<file path="config.mk">
export PLATFORM = sky130hd
export DESIGN_NAME = ram_loader
export DESIGN_NICKNAME = d
export VERILOG_FILES = /design/src/rtl/cpu_ctrl_pkg.sv /design/src/rtl/ram_loader.sv
export SDC_FILE = /design/constraint.sdc
export NUM_CORES = 1
export LEC_CHECK = 0
export BUFFER_PORTS_ARGS = -buffer_cell sky130_fd_sc_hd__buf_2
export CORE_AREA = 3 3 85 87
export CTS_CLUSTER_DIAMETER = 200
export DETAILED_ROUTE_END_ITERATION = 7
export DIE_AREA = 0 0 88 90
export PLACE_DENSITY = 0.52
export SETUP_SLACK_MARGIN = 0.05
export SYNTH_ARGS = -nofsm -noshare
export SYNTH_HDL_FRONTEND = slang
export SYNTH_SLANG_ARGS = --single-unit
export TNS_END_PERCENT = 50
</file>
<file path="constraint.sdc">
create_clock -name clk -period 4.11 [get_ports clk]
set_clock_uncertainty 0.15 [all_clocks]
set_input_delay 1.0275 -clock clk [delete_from_list [all_inputs] [get_ports clk]]
set_output_delay 1.0275 -clock clk [all_outputs]
set_load 0.05 [all_outputs]
</file>
<file path="src/rtl/cpu_ctrl_pkg.sv">
// Shared control-word definitions and loader FSM types.
package cpu_ctrl_pkg;

  localparam int unsigned CTRL_W = 15;

  // Control-word bit positions
  localparam int unsigned BIT_CP   = 14;
  localparam int unsigned BIT_EP   = 13;
  localparam int unsigned BIT_LP   = 12;
  localparam int unsigned BIT_NLMA = 11;
  localparam int unsigned BIT_NLMD = 10;
  localparam int unsigned BIT_NCE  = 9;
  localparam int unsigned BIT_NLR  = 8;
  localparam int unsigned BIT_NLI  = 7;
  localparam int unsigned BIT_NEI  = 6;
  localparam int unsigned BIT_NLA  = 5;
  localparam int unsigned BIT_EA   = 4;
  localparam int unsigned BIT_SUB  = 3;
  localparam int unsigned BIT_EU   = 2;
  localparam int unsigned BIT_NLB  = 1;
  localparam int unsigned BIT_NLO  = 0;

  typedef logic [CTRL_W-1:0] ctrl_word_t;

  // Every strobe at its inactive level
  localparam ctrl_word_t CTRL_IDLE = 15'h0FE3;

  typedef enum logic [2:0] {
    S_IDLE,
    S_WAIT_BYTE,
    S_ADDR,
    S_DATA,
    S_WRITE,
    S_NEXT,
    S_DONE
  } loader_state_t;

  // Registered per-state output decode
  typedef struct packed {
    logic       data_ready;
    logic       cpu_hold;
    logic       bus_oe;
    logic       ram_we_n;
    logic       load_done;
    ctrl_word_t ctrl;
  } loader_out_t;

  // Output values that hold while the FSM sits in state s
  function automatic loader_out_t decode_outputs(loader_state_t s);
    loader_out_t o;
    o.data_ready = 1'b0;
    o.cpu_hold   = (s != S_IDLE);
    o.bus_oe     = 1'b0;
    o.ram_we_n   = 1'b1;
    o.load_done  = 1'b0;
    o.ctrl       = CTRL_IDLE;
    case (s)
      S_WAIT_BYTE: o.data_ready = 1'b1;
      S_ADDR: begin
        o.bus_oe         = 1'b1;
        o.ctrl[BIT_NLMA] = 1'b0;
      end
      S_DATA: begin
        o.bus_oe         = 1'b1;
        o.ctrl[BIT_NLMD] = 1'b0;
      end
      S_WRITE: begin
        o.ram_we_n      = 1'b0;
        o.ctrl[BIT_NCE] = 1'b0;
      end
      S_DONE:  o.load_done = 1'b1;
      default: ;
    endcase
    return o;
  endfunction

endpackage

</file>
<file path="src/rtl/ram_loader.sv">
// Bus-owning sequencer that fills program RAM from external pins while the CPU is held.
module ram_loader
  import cpu_ctrl_pkg::*;
#(
  parameter int unsigned ADDR_W = 4,
  parameter int unsigned DATA_W = 8
) (
  input  logic              clk,
  input  logic              rst,
  input  logic              start,
  input  logic [DATA_W-1:0] data_in,
  input  logic              data_valid,
  input  logic              data_last,
  output logic              data_ready,
  input  logic [CTRL_W-1:0] cpu_ctrl,
  output logic [CTRL_W-1:0] ctrl_out,
  output logic              cpu_hold,
  output logic [DATA_W-1:0] bus_out,
  output logic              bus_oe,
  output logic              ram_we_n,
  output logic              load_done,
  output logic [ADDR_W:0]   load_count
);

  localparam int unsigned CNT_W = ADDR_W + 1;

  loader_state_t     state;
  loader_out_t       outs;
  logic [ADDR_W-1:0] addr;
  logic [CNT_W-1:0]  count;
  logic [DATA_W-1:0] byte_reg;
  logic              last_reg;

  // FSM, address/count tracking and registered output decode of the state being entered
  always_ff @(posedge clk or posedge rst) begin
    if (rst) begin
      state      <= S_IDLE;
      outs       <= decode_outputs(S_IDLE);
      addr       <= '0;
      count      <= '0;
      load_count <= '0;
      byte_reg   <= '0;
      last_reg   <= 1'b0;
      bus_out    <= '0;
    end else begin
      case (state)
        S_IDLE: begin
          if (start) begin
            addr  <= '0;
            count <= '0;
            state <= S_WAIT_BYTE;
            outs  <= decode_outputs(S_WAIT_BYTE);
          end
        end
        S_WAIT_BYTE: begin
          if (data_valid) begin
            byte_reg <= data_in;
            last_reg <= data_last;
            bus_out  <= DATA_W'(addr);
            state    <= S_ADDR;
            outs     <= decode_outputs(S_ADDR);
          end
        end
        S_ADDR: begin
          bus_out <= byte_reg;
          state   <= S_DATA;
          outs    <= decode_outputs(S_DATA);
        end
        S_DATA: begin
          bus_out <= '0;
          state   <= S_WRITE;
          outs    <= decode_outputs(S_WRITE);
        end
        S_WRITE: begin
          state <= S_NEXT;
          outs  <= decode_outputs(S_NEXT);
        end
        S_NEXT: begin
          count <= count + CNT_W'(1);
          // Address never wraps: the top address always ends the load
          if (last_reg || (&addr)) begin
            load_count <= count + CNT_W'(1);
            state      <= S_DONE;
            outs       <= decode_outputs(S_DONE);
          end else begin
            addr  <= addr + ADDR_W'(1);
            state <= S_WAIT_BYTE;
            outs  <= decode_outputs(S_WAIT_BYTE);
          end
        end
        S_DONE: begin
          state <= S_IDLE;
          outs  <= decode_outputs(S_IDLE);
        end
        default: begin
          state <= S_IDLE;
          outs  <= decode_outputs(S_IDLE);
        end
      endcase
    end
  end

  // CPU control passes straight through only while idle
  always_comb begin
    ctrl_out = outs.ctrl;
    if (state == S_IDLE) ctrl_out = cpu_ctrl;
  end

  assign data_ready = outs.data_ready;
  assign cpu_hold   = outs.cpu_hold;
  assign bus_oe     = outs.bus_oe;
  assign ram_we_n   = outs.ram_we_n;
  assign load_done  = outs.load_done;

endmodule

</file>
Yosys cells after proc, flatten, opt, wreduce, memory -nomap -nowiden. Cells that the tools add are included.

Add/sub/neg operators: 2. Multiply operators: 0. Div/mod/pow operators: 0. Order comparisons: 0. Eq/ne operators: 8. Shift operators: 0. Mux-type cells: 16. Bitwise operators: 0. Reductions and logical operators: 11.

Operators by type and width (count): 20-bit one-hot mux with 6 select lines (1); 20-bit 2-to-1 mux (3); 8-bit one-hot mux with 3 select lines (1); 3-bit one-hot mux with 6 select lines (1); 15-bit 2-to-1 mux (1); 5-bit one-hot mux with 2 select lines (1); 2-bit AND reduction (5); 3-bit 2-to-1 mux (3); 4-bit 2-to-1 mux (2); 8-bit 2-to-1 mux (1); 4-bit one-hot mux with 2 select lines (1); 3-bit by 2-bit == test with 1-bit output, second input constant (2); 3-bit == test, second input constant (2); 2-bit inequality test, second input constant (3); 5-bit by 1-bit adder with 5-bit output, second input constant (1); 5-bit 2-to-1 mux (1); 4-bit by 1-bit adder with 4-bit output, second input constant (1); 4-bit AND reduction (1); 3-bit by 1-bit == test with 1-bit output, second input constant (1); 3-bit logical NOT (1); 3-bit AND reduction (1); 3-bit nonzero test (1); 2-bit nonzero test (1); 1-bit logical OR (1).

Register bits after elaboration: 54. Bits in latches: 0. Bits in writable memories: 0. Memory bits (read-only): 0. Bits of input ports: 28. Word-level logic and storage cells: 50. Memories: 0.

Longest topological paths before layout. Gate-level depths: netlist of the first run.

Word-level depth: 4. Gate-level depth with buffers: 6. Depth with buffers taken out: 5.

Worst setup path after synthesis of the first run. No wires, ideal clock.

Kind: register to output. From: register state[0]. To: output port ctrl_out[12]. Data arrival time: 1620 ps. Required time: 2933 ps. Slack: 1312 ps. Stages on the path, launching flop included: 5. Path buffers: 2. Cells stage by stage: dfrtp_1 buf_4 nor3_2 clkbuf_1 and2_1.

Word-level cells in the longest chain between the ends: 2.

Ends and longest elaborated chain: start: declaration (RTL line ram_loader.sv:27) `loader_state_t state;`; start signal: assignment (RTL line ram_loader.sv:37) `state <= S_IDLE;`; start signal: assignment (RTL line ram_loader.sv:51) `state <= S_WAIT_BYTE;`; start signal: assignment (RTL line ram_loader.sv:60) `state <= S_ADDR;`; 3-bit logical NOT (RTL line ram_loader.sv:106) `if (state == S_IDLE) ctrl_out = cpu_ctrl;`; 15-bit 2-to-1 mux (RTL line ram_loader.sv:106); end: declaration (RTL line ram_loader.sv:16) `output logic [CTRL_W-1:0] ctrl_out,`.

Every way passes these cells.

Worst setup path after layout of the first run.
From: register state[0]. To: output port ctrl_out[9].

The elaborated chain is that of the path after synthesis.

==> flow_summary_export.csv, run 1 <==
group,metric,value,unit
logic_synthesis,mappedNetlistNets,207,
setup_path,critPathBufInv,1,
power,seq_power_share,0.359,
drt,antenna_left,0,
finish,mostFrequentLayoutCells,"60 x buf_2, 38 x dfrtp_1, 16 x nand2_1",
sta,hold_slack,0.321,ns
setup_path,crit_type,"flop to output port",
min_path,hold_path.class,"flop to flop",
clock_tree,cts_tree,"yes",
power,power-per-cell-area,849,mW/mm^2
clock_tree,clk_latency,0.29,ns
power,p_sw_frac,0.502,
power,irDropWorstVdd,0.311,mV
global_route,grt_overflow,0,
logic_synthesis,netlist_area,0.00193,sq mm
logic_synthesis,synth_seq_cells,41,
sta,slew_headroom,0.437,
sta,fmax,0.285,GHz
sta,final.setup.tns,0,ns
setup_path,rr_endpoint,"load_count[1]",
logic_synthesis,netlist-cell-type-count,39,
clock_tree,htreeDepth,2,
power,p_clk_frac,0.130,
placed_design,place.gp.congestion,0.689,
power,combPwrFrac,0.512,
clock_tree,clk_path_buf_depth,2,
clock_tree,cts_resized,0,
drt,wirelength,4200,um
clock_tree,cts_made_buffers,5,
global_route,antenna_found_initial,0,
finish,diodes,0,
logic_synthesis,syn_avg_cell_area,10.9,sq um
floorplanning,start_util,0.300,
clock_tree,cts_sinks,41,
sta,worst_pin_slew,0.840,ns
drt,drt_iter0_drc,52,
sta,period_share,0.854,
setup_path,reg2regPathDepth,3,
finish,area_growth,23.2,%
setup_path,crit_path_end_kind,"output port",
setup_path,endpoint,"ctrl_out[9]",
drt,drcViolationCount,0,
finish,nets,266,
floorplanning,ios,61,
setup_path,critPathMaxFanout,21,
finish,final_common_cell,"buf_2",
global_route,grt_pass1_wl,6770,um
outcome,status,"finished, final reports clean",
logic_synthesis,postSynthCellCount,177,
setup_path,crit_arrival,2.33,ns
clock_tree,path_clk_slew,0.08,ns
setup_path,critPathLaunch,"state[0]",
setup_path,regToRegSetupSlack,1.79,ns
logic_synthesis,synth-seq-area-share,0.534,
sta,finalHoldViolCount,0,
setup_path,required,2.93,ns
placed_design,port_buffers,60,
drt,via_per_inst,4.77,
job,max_cap_violations,0,
setup_path,crit_family,"simple AND/OR/NAND/NOR gates",
floorplanning,fp.dieH,90,um
global_route,grt_max_degree,42,
floorplanning,fp.dieArea,0.00792,sq mm
setup_path,slowest_stage,"nor3_2",
drt,dr.pass1.iters,4,
global_route,grt_usage,0.107,
finish,drive_above_1_share,0.380,
setup_path,cp.depth,3,
drt,wire_per_inst,13.4,um
floorplanning,core,0.00642,sq mm
setup_path,start_kind,"flop",
floorplanning,fp.dieW,88,um
global_route,grt_pass1_vias,1387,
power,internal-power,0.00100,W
clock_tree,cts_hold_buf,0,
placed_design,dp_hpwl,2940,um
setup_path,crit_chain,"nor3_2 > mux2_2 > buf_2",
power,p_switching,0.00101,W
sta,rsz0062_at_grt,"no",
clock_tree,post-cts-setup-buffers,0,
setup_path,r2r-start,"state[0]",
sta,setup_viol,0,
clock_tree,cts_root_buffer,"clkbuf_8",
sta,slew_violations,0,
logic_synthesis,yosysWarnings,0,
setup_path,cpPeakStageDelay,0.79,ns
sta,period_needed,3.51,ns
drt,vias,1498,
floorplanning,core.rowCount,29,
power,p_leak,1.10,nW
[Yosys cell counts]
cell type	n	area, sq um
a21boi_0	1	7.51
o22ai_1	1	6.26
a221oi_1	1	8.76
xnor2_1	1	8.76
xor2_1	2	17.5
buf_2	4	20.0
a211oi_1	1	7.51
a21oi_1	12	60.1
a32o_1	1	10.0
dfstp_2	3	78.8
nand2_1	16	60.1
nand3_1	3	15.0
a21o_1	1	7.51
inv_1	4	15.0
o21ai_0	14	70.1
clkbuf_1	3	11.3
o22a_1	1	8.76
mux2i_1	2	20.0
nor3_1	2	10.0
o21bai_1	1	7.51
o21a_1	2	15.0
and2_1	6	37.5
nor3_2	1	10.0
a22o_1	6	52.6
a31oi_2	1	12.5
buf_4	1	7.51
nor2_1	12	45.0
or2_2	1	6.26
or3_1	2	12.5
nor4b_4	2	47.6
nand3b_1	1	7.51
nand2b_1	7	43.8
o31ai_1	1	7.51
ha_1	2	25.0
dfrtp_1	38	951
and3b_1	1	8.76
buf_1	1	3.75
nor3b_1	5	37.5
mux2_2	13	146
[worst register-to-register path: cells and delay by family, from the launching register on]
family	cells	cell delay (ns)
and+or+nand+nor	2	0.88
DFF	1	0.77
muxes	1	0.40
[area by class of cell]
| class | count | area (sq um) |
|---|---|---|
| Timing Repair Buffer | 61 | 308 |
| Sequential cell | 41 | 1030 |
| Clock buffer | 5 | 68.8 |
| Inverter | 4 | 15.0 |
| Multi-Input combinational cell | 123 | 841 |
| Clock inverter | 3 | 17.5 |
| Tap cell | 77 | 96.3 |
| Fill cell | 660 | 4050 |
[power by group through the flow]
stage / sequential (W) / combinational (W) / clock [W]
6_report: 0.000724 / 0.00103 / 0.000262
2_1_floorplan: 0.000904 / 0.000652 / 0
3_3_place_gp: 0.000730 / 0.00104 / 0
4_1_cts: 0.000727 / 0.00105 / 0.000271
3_5_place_dp: 0.000734 / 0.00104 / 0
5_1_grt: 0.000756 / 0.00112 / 0.000289
[layer usage]
layer  share of wire  GRT usage  vias to the layer above
li1                -          -                      737
met1            0.46      0.147                      695
met2            0.43      0.157                       59
met3           0.089     0.0356                        7
met4           0.014     0.0345                        0
met5               0          0                        -
[logic make-up after synthesis]
kind of cell	share of synthesized area
DFF	0.534
adders and majority gates	0.0130
AOI/OAI and AO/OA	0.146
muxes	0.0863
and+or+nand+nor	0.177
xor gates and xnor gates	0.0136
buffers and inverters	0.0298
[how the worst min path moves through the flow]
stage	start	endpoint	slack, ns	cells after the start
after floorplan	byte_reg[5]	bus_out[5]	0.32	1
after global placement	bus_out[3]	bus_out[3]	0.32	2
after detailed placement	data_ready	data_ready	0.31	2
after CTS	data_ready	data_ready	0.33	2
after global routing	data_ready	data_ready	0.35	2
final	data_ready	data_ready	0.32	2
[stage by stage]
step	setup slack (ns)	power (W)	cell area, sq um	std cells	util
floorplan	1.31	0.00156	1930	177	-
global placement	0.931	0.00177	2290	306	0.357
detailed placement	0.895	0.00178	2290	306	0.357
CTS	0.557	0.00204	2380	314	0.370
global route	0.416	0.00216	2380	314	0.370
finish	0.601	0.00202	2380	314	0.370
Note: power is estimated with default switching activity, not from simulation.
==> run 2: changes to the inputs <==
--- a/config.mk
+++ b/config.mk
@@ -5,12 +5,13 @@
 export SDC_FILE = /design/constraint.sdc
 export NUM_CORES = 1
 export LEC_CHECK = 0
+export ABC_AREA = 1
 export BUFFER_PORTS_ARGS = -buffer_cell sky130_fd_sc_hd__buf_2
 export CORE_AREA = 3 3 85 87
 export CTS_CLUSTER_DIAMETER = 200
 export DETAILED_ROUTE_END_ITERATION = 7
 export DIE_AREA = 0 0 88 90
-export PLACE_DENSITY = 0.52
+export PLACE_DENSITY = 0.53
 export SETUP_SLACK_MARGIN = 0.05
 export SYNTH_ARGS = -nofsm -noshare
 export SYNTH_HDL_FRONTEND = slang
==> flow_summary_export.csv, run 2 <==
group,metric,value,unit
clock_tree,cts_made_buffers,5,
setup_path,endpoint,"ctrl_out[10]",
min_path,hold_path.class,"flop to flop",
drt,antenna_left,0,
clock_tree,post-cts-setup-buffers,0,
clock_tree,cts_tree,"yes",
finish,diodes,0,
global_route,grt_overflow,0,
logic_synthesis,netlist-cell-type-count,22,
finish,area_growth,26.6,%
setup_path,regToRegSetupSlack,2.22,ns
sta,hold_slack,0.321,ns
placed_design,dp_hpwl,3150,um
sta,fin_ws,1.04,ns
finish,final_common_cell,"nand2_1",
placed_design,place_inst,372,
clock_tree,htreeDepth,2,
global_route,grt_max_degree,42,
global_route,grt.met3_usage,0.0238,
setup_path,crit_path_end_kind,"output port",
floorplanning,fp.dieH,90,um
logic_synthesis,synthTopCellsByArea,"dfrtp_1 49%, nand2_1 18%, nand3_1 4.7%",
drt,wire_per_inst,11.3,um
clock_tree,cts_sinks,41,
finish,mostFrequentLayoutCells,"92 x nand2_1, 60 x buf_2, 38 x dfrtp_1",
setup_path,start_kind,"flop",
drt,vias,1690,
clock_tree,clk_path_buf_depth,2,
logic_synthesis,yosysWarnings,0,
setup_path,rr_endpoint,"addr[1]",
global_route,grt_usage,0.112,
sta,final.setup.tns,0,ns
sta,slew_violations,0,
drt,via_per_inst,4.45,
drt,drcViolationCount,0,
sta,setup_viol,0,
global_route,antenna_found_initial,0,
floorplanning,fp.dieArea,0.00792,sq mm
drt,dr.pass1.iters,4,
logic_synthesis,synth-seq-area-share,0.532,
floorplanning,fp.dieW,88,um
setup_path,reg2regPathDepth,7,
logic_synthesis,synth_ff_type,"dfrtp_1",
clock_tree,clk_latency,0.29,ns
outcome,status,"finished, final reports clean",
sta,worst_pin_slew,0.516,ns
global_route,grt_pass1_vias,1604,
setup_path,crit_type,"flop to output port",
clock_tree,cts_hold_buf,0,
placed_design,place.gp.congestion,0.743,
global_route,grtUsageMet1,0.140,
finish,final_cells,380,
power,p_leak,1.40,nW
power,irDropWorstVdd,0.144,mV
floorplanning,ios,61,
floorplanning,core,0.00642,sq mm
floorplanning,core.rowCount,29,
setup_path,required,2.93,ns
floorplanning,start_util,0.302,
logic_synthesis,synth_edf_count,0,
setup_path,crit_arrival,1.89,ns
logic_synthesis,yosys.area.top_type,"dfrtp_1",
sta,period_needed,3.07,ns
sta,rsz0062_at_grt,"no",
finish,drive_above_1_share,0.307,
sta,finalHoldViolCount,0,
logic_synthesis,yosysMostFrequentCell,"nand2_1",
power,power-per-cell-area,814,mW/mm^2
logic_synthesis,async_flop_share,1.00,
logic_synthesis,syn_avg_cell_area,8.17,sq um
placed_design,port_buffers,60,
global_route,grt_pass1_wl,7200,um
power,power,0.00200,W
logic_synthesis,synth_common_cells,"92 x nand2_1, 38 x dfrtp_1, 24 x inv_1, 18 x nand3_1, 13 x nor2_1",
logic_synthesis,synth_top_area_frac,0.491,
finish,fillerInstances,654,
logic_synthesis,mappedNetlistNets,267,
sta,period_share,0.746,
finish,multiInputGateArea,782,sq um
drt,wirelength,4280,um
sta,fmax,0.326,GHz
finish,nets,332,
finish,seqCellArea,0.00103,sq mm
global_route,busiest_layer,"met2",
logic_synthesis,postSynthCellCount,237,
logic_synthesis,synth_seq_cells,41,
clock_tree,cts_resized,0,
drt,drt_iter0_drc,98,
job,max_cap_violations,0,
clock_tree,path_clk_slew,0.08,ns
global_route,grt_util_met2,0.187,
placed_design,pre_cts_ws,1.32,ns
clock_tree,cts_root_buffer,"clkbuf_8",
setup_path,critPathLaunch,"state[0]",
logic_synthesis,netlist_area,0.00194,sq mm
setup_path,critPathMaxFanout,15,
sta,slew_headroom,0.656,
setup_path,r2r-start,"addr[0]",
==> run 2: per-layer routing <==
layer,share of wire,vias up
met1,0.46,770
met4,0.016,0
met5,0,-
met2,0.46,52
li1,-,862
met3,0.057,6
==> run 2: metrics by stage <==
stage | instance area (sq um) | utilization
2_1_floorplan | 1940 | -
3_3_place_gp | 2320 | 0.361
3_5_place_dp | 2320 | 0.361
4_1_cts | 2450 | 0.382
5_1_grt | 2450 | 0.382
6_report | 2450 | 0.382
==> run 2: how the worst min path moves through the flow <==
stage | start | to | slack, ns | depth (start not counted)
floorplan | byte_reg[0] | byte_reg[0] | 0.29 | 2
global placement | bus_out[4] | bus_out[4] | 0.30 | 2
detailed placement | bus_out[5] | bus_out[5] | 0.31 | 2
CTS | outs[9] | outs[9] | 0.33 | 2
global route | byte_reg[6] | byte_reg[6] | 0.35 | 2
finish | outs[9] | outs[9] | 0.32 | 2
==> run 2: where the power goes <==
| part | switching, W | leakage, nW | internal [W] | total, W |
|---|---|---|---|---|
| Sequential | 0.0000896 | 0.523 | 0.000542 | 0.000631 |
| Clock | 0.000141 | 0.0681 | 0.000241 | 0.000382 |
| Combinational | 0.000749 | 0.808 | 0.000233 | 0.000982 |
==> run 2: cell families (layout without fill, tap and decap cells) <==
family                     count (synthesis)  after routing  synth area share
DFF                                       41             41             0.532
buffers and inverters                     30             96            0.0646
xor gates and xnor gates                   3              3            0.0136
adders and majority gates                  2              2            0.0129
AOI/OAI and AO/OA                         20             20            0.0556
and+or+nand+nor                          141            141             0.322
==> run 2: layout make-up <==
type                            count  area share
Inverter                           27      0.0413
Clock buffer                        5      0.0281
Tap cell                           77      0.0393
Sequential cell                    41       0.420
Clock inverter                      3      0.0265
Timing Repair Buffer               61       0.126
Multi-Input combinational cell    166       0.319
==> run 2: critical path: stages, from the launching register on <==
cell and delay [ns]:
dfrtp_1 0.46, nor2_1 0.24, nand2_1 0.31, inv_2 0.18
nand2_1 0.06, o21ai_0 0.06, buf_2 0.28
==> run 3: changes to the inputs <==
--- a/config.mk
+++ b/config.mk
@@ -11,7 +11,7 @@
 export CTS_CLUSTER_DIAMETER = 200
 export DETAILED_ROUTE_END_ITERATION = 7
 export DIE_AREA = 0 0 88 90
-export PLACE_DENSITY = 0.53
+export PLACE_DENSITY = 0.54
 export SETUP_SLACK_MARGIN = 0.05
 export SYNTH_ARGS = -nofsm -noshare
 export SYNTH_HDL_FRONTEND = slang
==> constraint.sdc (replaced) <==
create_clock -name clk -period 2.8 [get_ports clk]
set_clock_uncertainty 0.15 [all_clocks]
set_input_delay 0.7 -clock clk [delete_from_list [all_inputs] [get_ports clk]]
set_output_delay 0.7 -clock clk [all_outputs]
set_load 0.05 [all_outputs]
==> flow_summary_export.csv, run 3 (synthesized netlist as in run 2, its figures left out) <==
group,metric,value,unit
sta,period_share,0.905,
floorplanning,fp.dieH,90,um
placed_design,dp_hpwl,3140,um
floorplanning,ios,61,
setup_path,critPathMaxFanout,15,
global_route,grt_usage,0.110,
finish,fillerInstances,680,
drt,drt_iter0_drc,89,
min_path,hold_path.class,"flop to flop",
power,irDropWorstVdd,0.241,mV
drt,wl_met2,1970,um
global_route,grt_overflow,0,
finish,nets,332,
sta,fmax,0.395,GHz
finish,diodes,0,
sta,finalHoldViolCount,0,
outcome,status,"finished, final reports clean",
drt,met3_length,292,um
global_route,grt_pass1_vias,1517,
floorplanning,start_util,0.302,
setup_path,crit_path_end_kind,"output port",
drt,highest_layer,"met4",
clock_tree,cts_tree,"yes",
clock_tree,path_clk_slew,0.07,ns
setup_path,crit_chain,"nor2_2 > nand2_2 > inv_2 > nand2_1 > o21ai_0 > buf_2",
finish,mostFrequentLayoutCells,"91 x nand2_1, 60 x buf_2, 38 x dfrtp_1",
floorplanning,core,0.00642,sq mm
drt,wire_per_inst,11.3,um
clock_tree,cts_sinks,41,
setup_path,required,1.95,ns
drt,wl_met1,1950,um
clock_tree,post-cts-setup-buffers,0,
finish,area_growth,25.1,%
floorplanning,fp.dieW,88,um
drt,dr.pass1.iters,5,
global_route,antenna_found_initial,0,
floorplanning,fp.dieArea,0.00792,sq mm
placed_design,port_buffers,60,
finish,postLayoutCoreUtil,0.377,
power,p_leak,1.39,nW
clock_tree,cts_made_buffers,5,
finish,drive_above_1_share,0.314,
drt,drcViolationCount,0,
floorplanning,core.rowCount,29,
setup_path,cpPeakStageDelay,0.46,ns
power,power,0.00280,W
setup_path,slowest_stage,"dfrtp_1",
finish,final_cell_area,0.00242,sq mm
clock_tree,htreeDepth,2,
placed_design,place.gp.congestion,0.765,
clock_tree,clk_latency,0.29,ns
placed_design,placement.cell_area,0.00232,sq mm
global_route,grt_max_degree,42,
power,power-per-cell-area,1150,mW/mm^2
sta,slew_headroom,0.657,
sta,period_needed,2.53,ns
sta,worst_pin_slew,0.515,ns
setup_path,crit_arrival,1.68,ns
setup_path,start_kind,"flop",
drt,vias,1656,
finish,final_common_cell,"nand2_1",
sta,rsz0062_at_grt,"no",
global_route,grt_pass1_wl,6930,um
clock_tree,cts_root_buffer,"clkbuf_8",
sta,final.setup.tns,0,ns
sta,setup_viol,0,
job,max_cap_violations,0,
drt,wirelength,4300,um
sta,slew_violations,0,
drt,antenna_left,0,
drt,via_per_inst,4.36,
clock_tree,clk_path_buf_depth,2,
setup_path,crit_type,"flop to output port",
clock_tree,cts_hold_buf,0,
## run 3: cell types whose count changed in the layout (fill, tap and decap cells not counted)
cell       delta
bufinv_16     -2
clkbuf_8      +2
nand2_1       -1
nand2_2       +1
nor2_1        -1
nor2_2        +1
## run 3: worst max-delay path: cells and delay by family, from the launching register on
family | cells | cell delay [ns]
buffers and inverters | 2 | 0.42
DFF | 1 | 0.46
AOI/OAI and AO/OA | 1 | 0.06
and+or+nand+nor | 3 | 0.44
## run 3: power by group
| part | total (W) | internal [W] | leakage (nW) | switching, W |
|---|---|---|---|---|
| clock network | 0.000425 | 0.000223 | 0.0542 | 0.000202 |
| registers | 0.000925 | 0.000795 | 0.523 | 0.000130 |
| logic | 0.00145 | 0.000345 | 0.808 | 0.00110 |
## run 3: metal layers
metal / global-route usage / vias up
met5: 0 / -
met4: 0.0537 / 0
met3: 0.0256 / 6
met2: 0.172 / 50
met1: 0.141 / 739
li1: - / 861
## run 3: timing repair
item                       in CTS  in global routing
setup endpoints to repair       0                 14
hold endpoints to repair        0                  0
gates resized for setup         0                  2
## run 3: worst paths after layout
check / cells after the start / end / from / slack [ns]
max: 6 / ctrl_out[10] / state[0] / 0.27
max reg2reg: 7 / addr[1] / addr[0] / 0.94
min: 2 / load_done / load_done / 0.32
max in group asynchronous: 3 / outs[9] / rst / 1.77
min in group asynchronous: 3 / load_count[0] / rst / 0.37
min reg2reg: 2 / load_done / load_done / 0.32
## run 3: stage by stage
step | std cells | hold WS, ns | setup WS (ns)
3_5_place_dp | 372 | 0.305 | 0.388
4_1_cts | 380 | 0.325 | 0.0617
2_1_floorplan | 237 | 0.292 | 0.0869
5_1_grt | 380 | 0.338 | 0.0920
6_report | 380 | 0.319 | 0.267
3_3_place_gp | 372 | 0.300 | 0.447
## run 3: cell type report
| type | instances | area (sq um) | share of cell area |
|---|---|---|---|
| clock buffer | 7 | 96.3 | 0.0398 |
| tap | 77 | 96.3 | 0.0398 |
| inverter | 27 | 101 | 0.0418 |
| multi-input combinational | 166 | 787 | 0.325 |
| clock inverter | 1 | 5.00 | 0.00207 |
| sequential | 41 | 1030 | 0.425 |
| timing repair buffer | 61 | 308 | 0.127 |
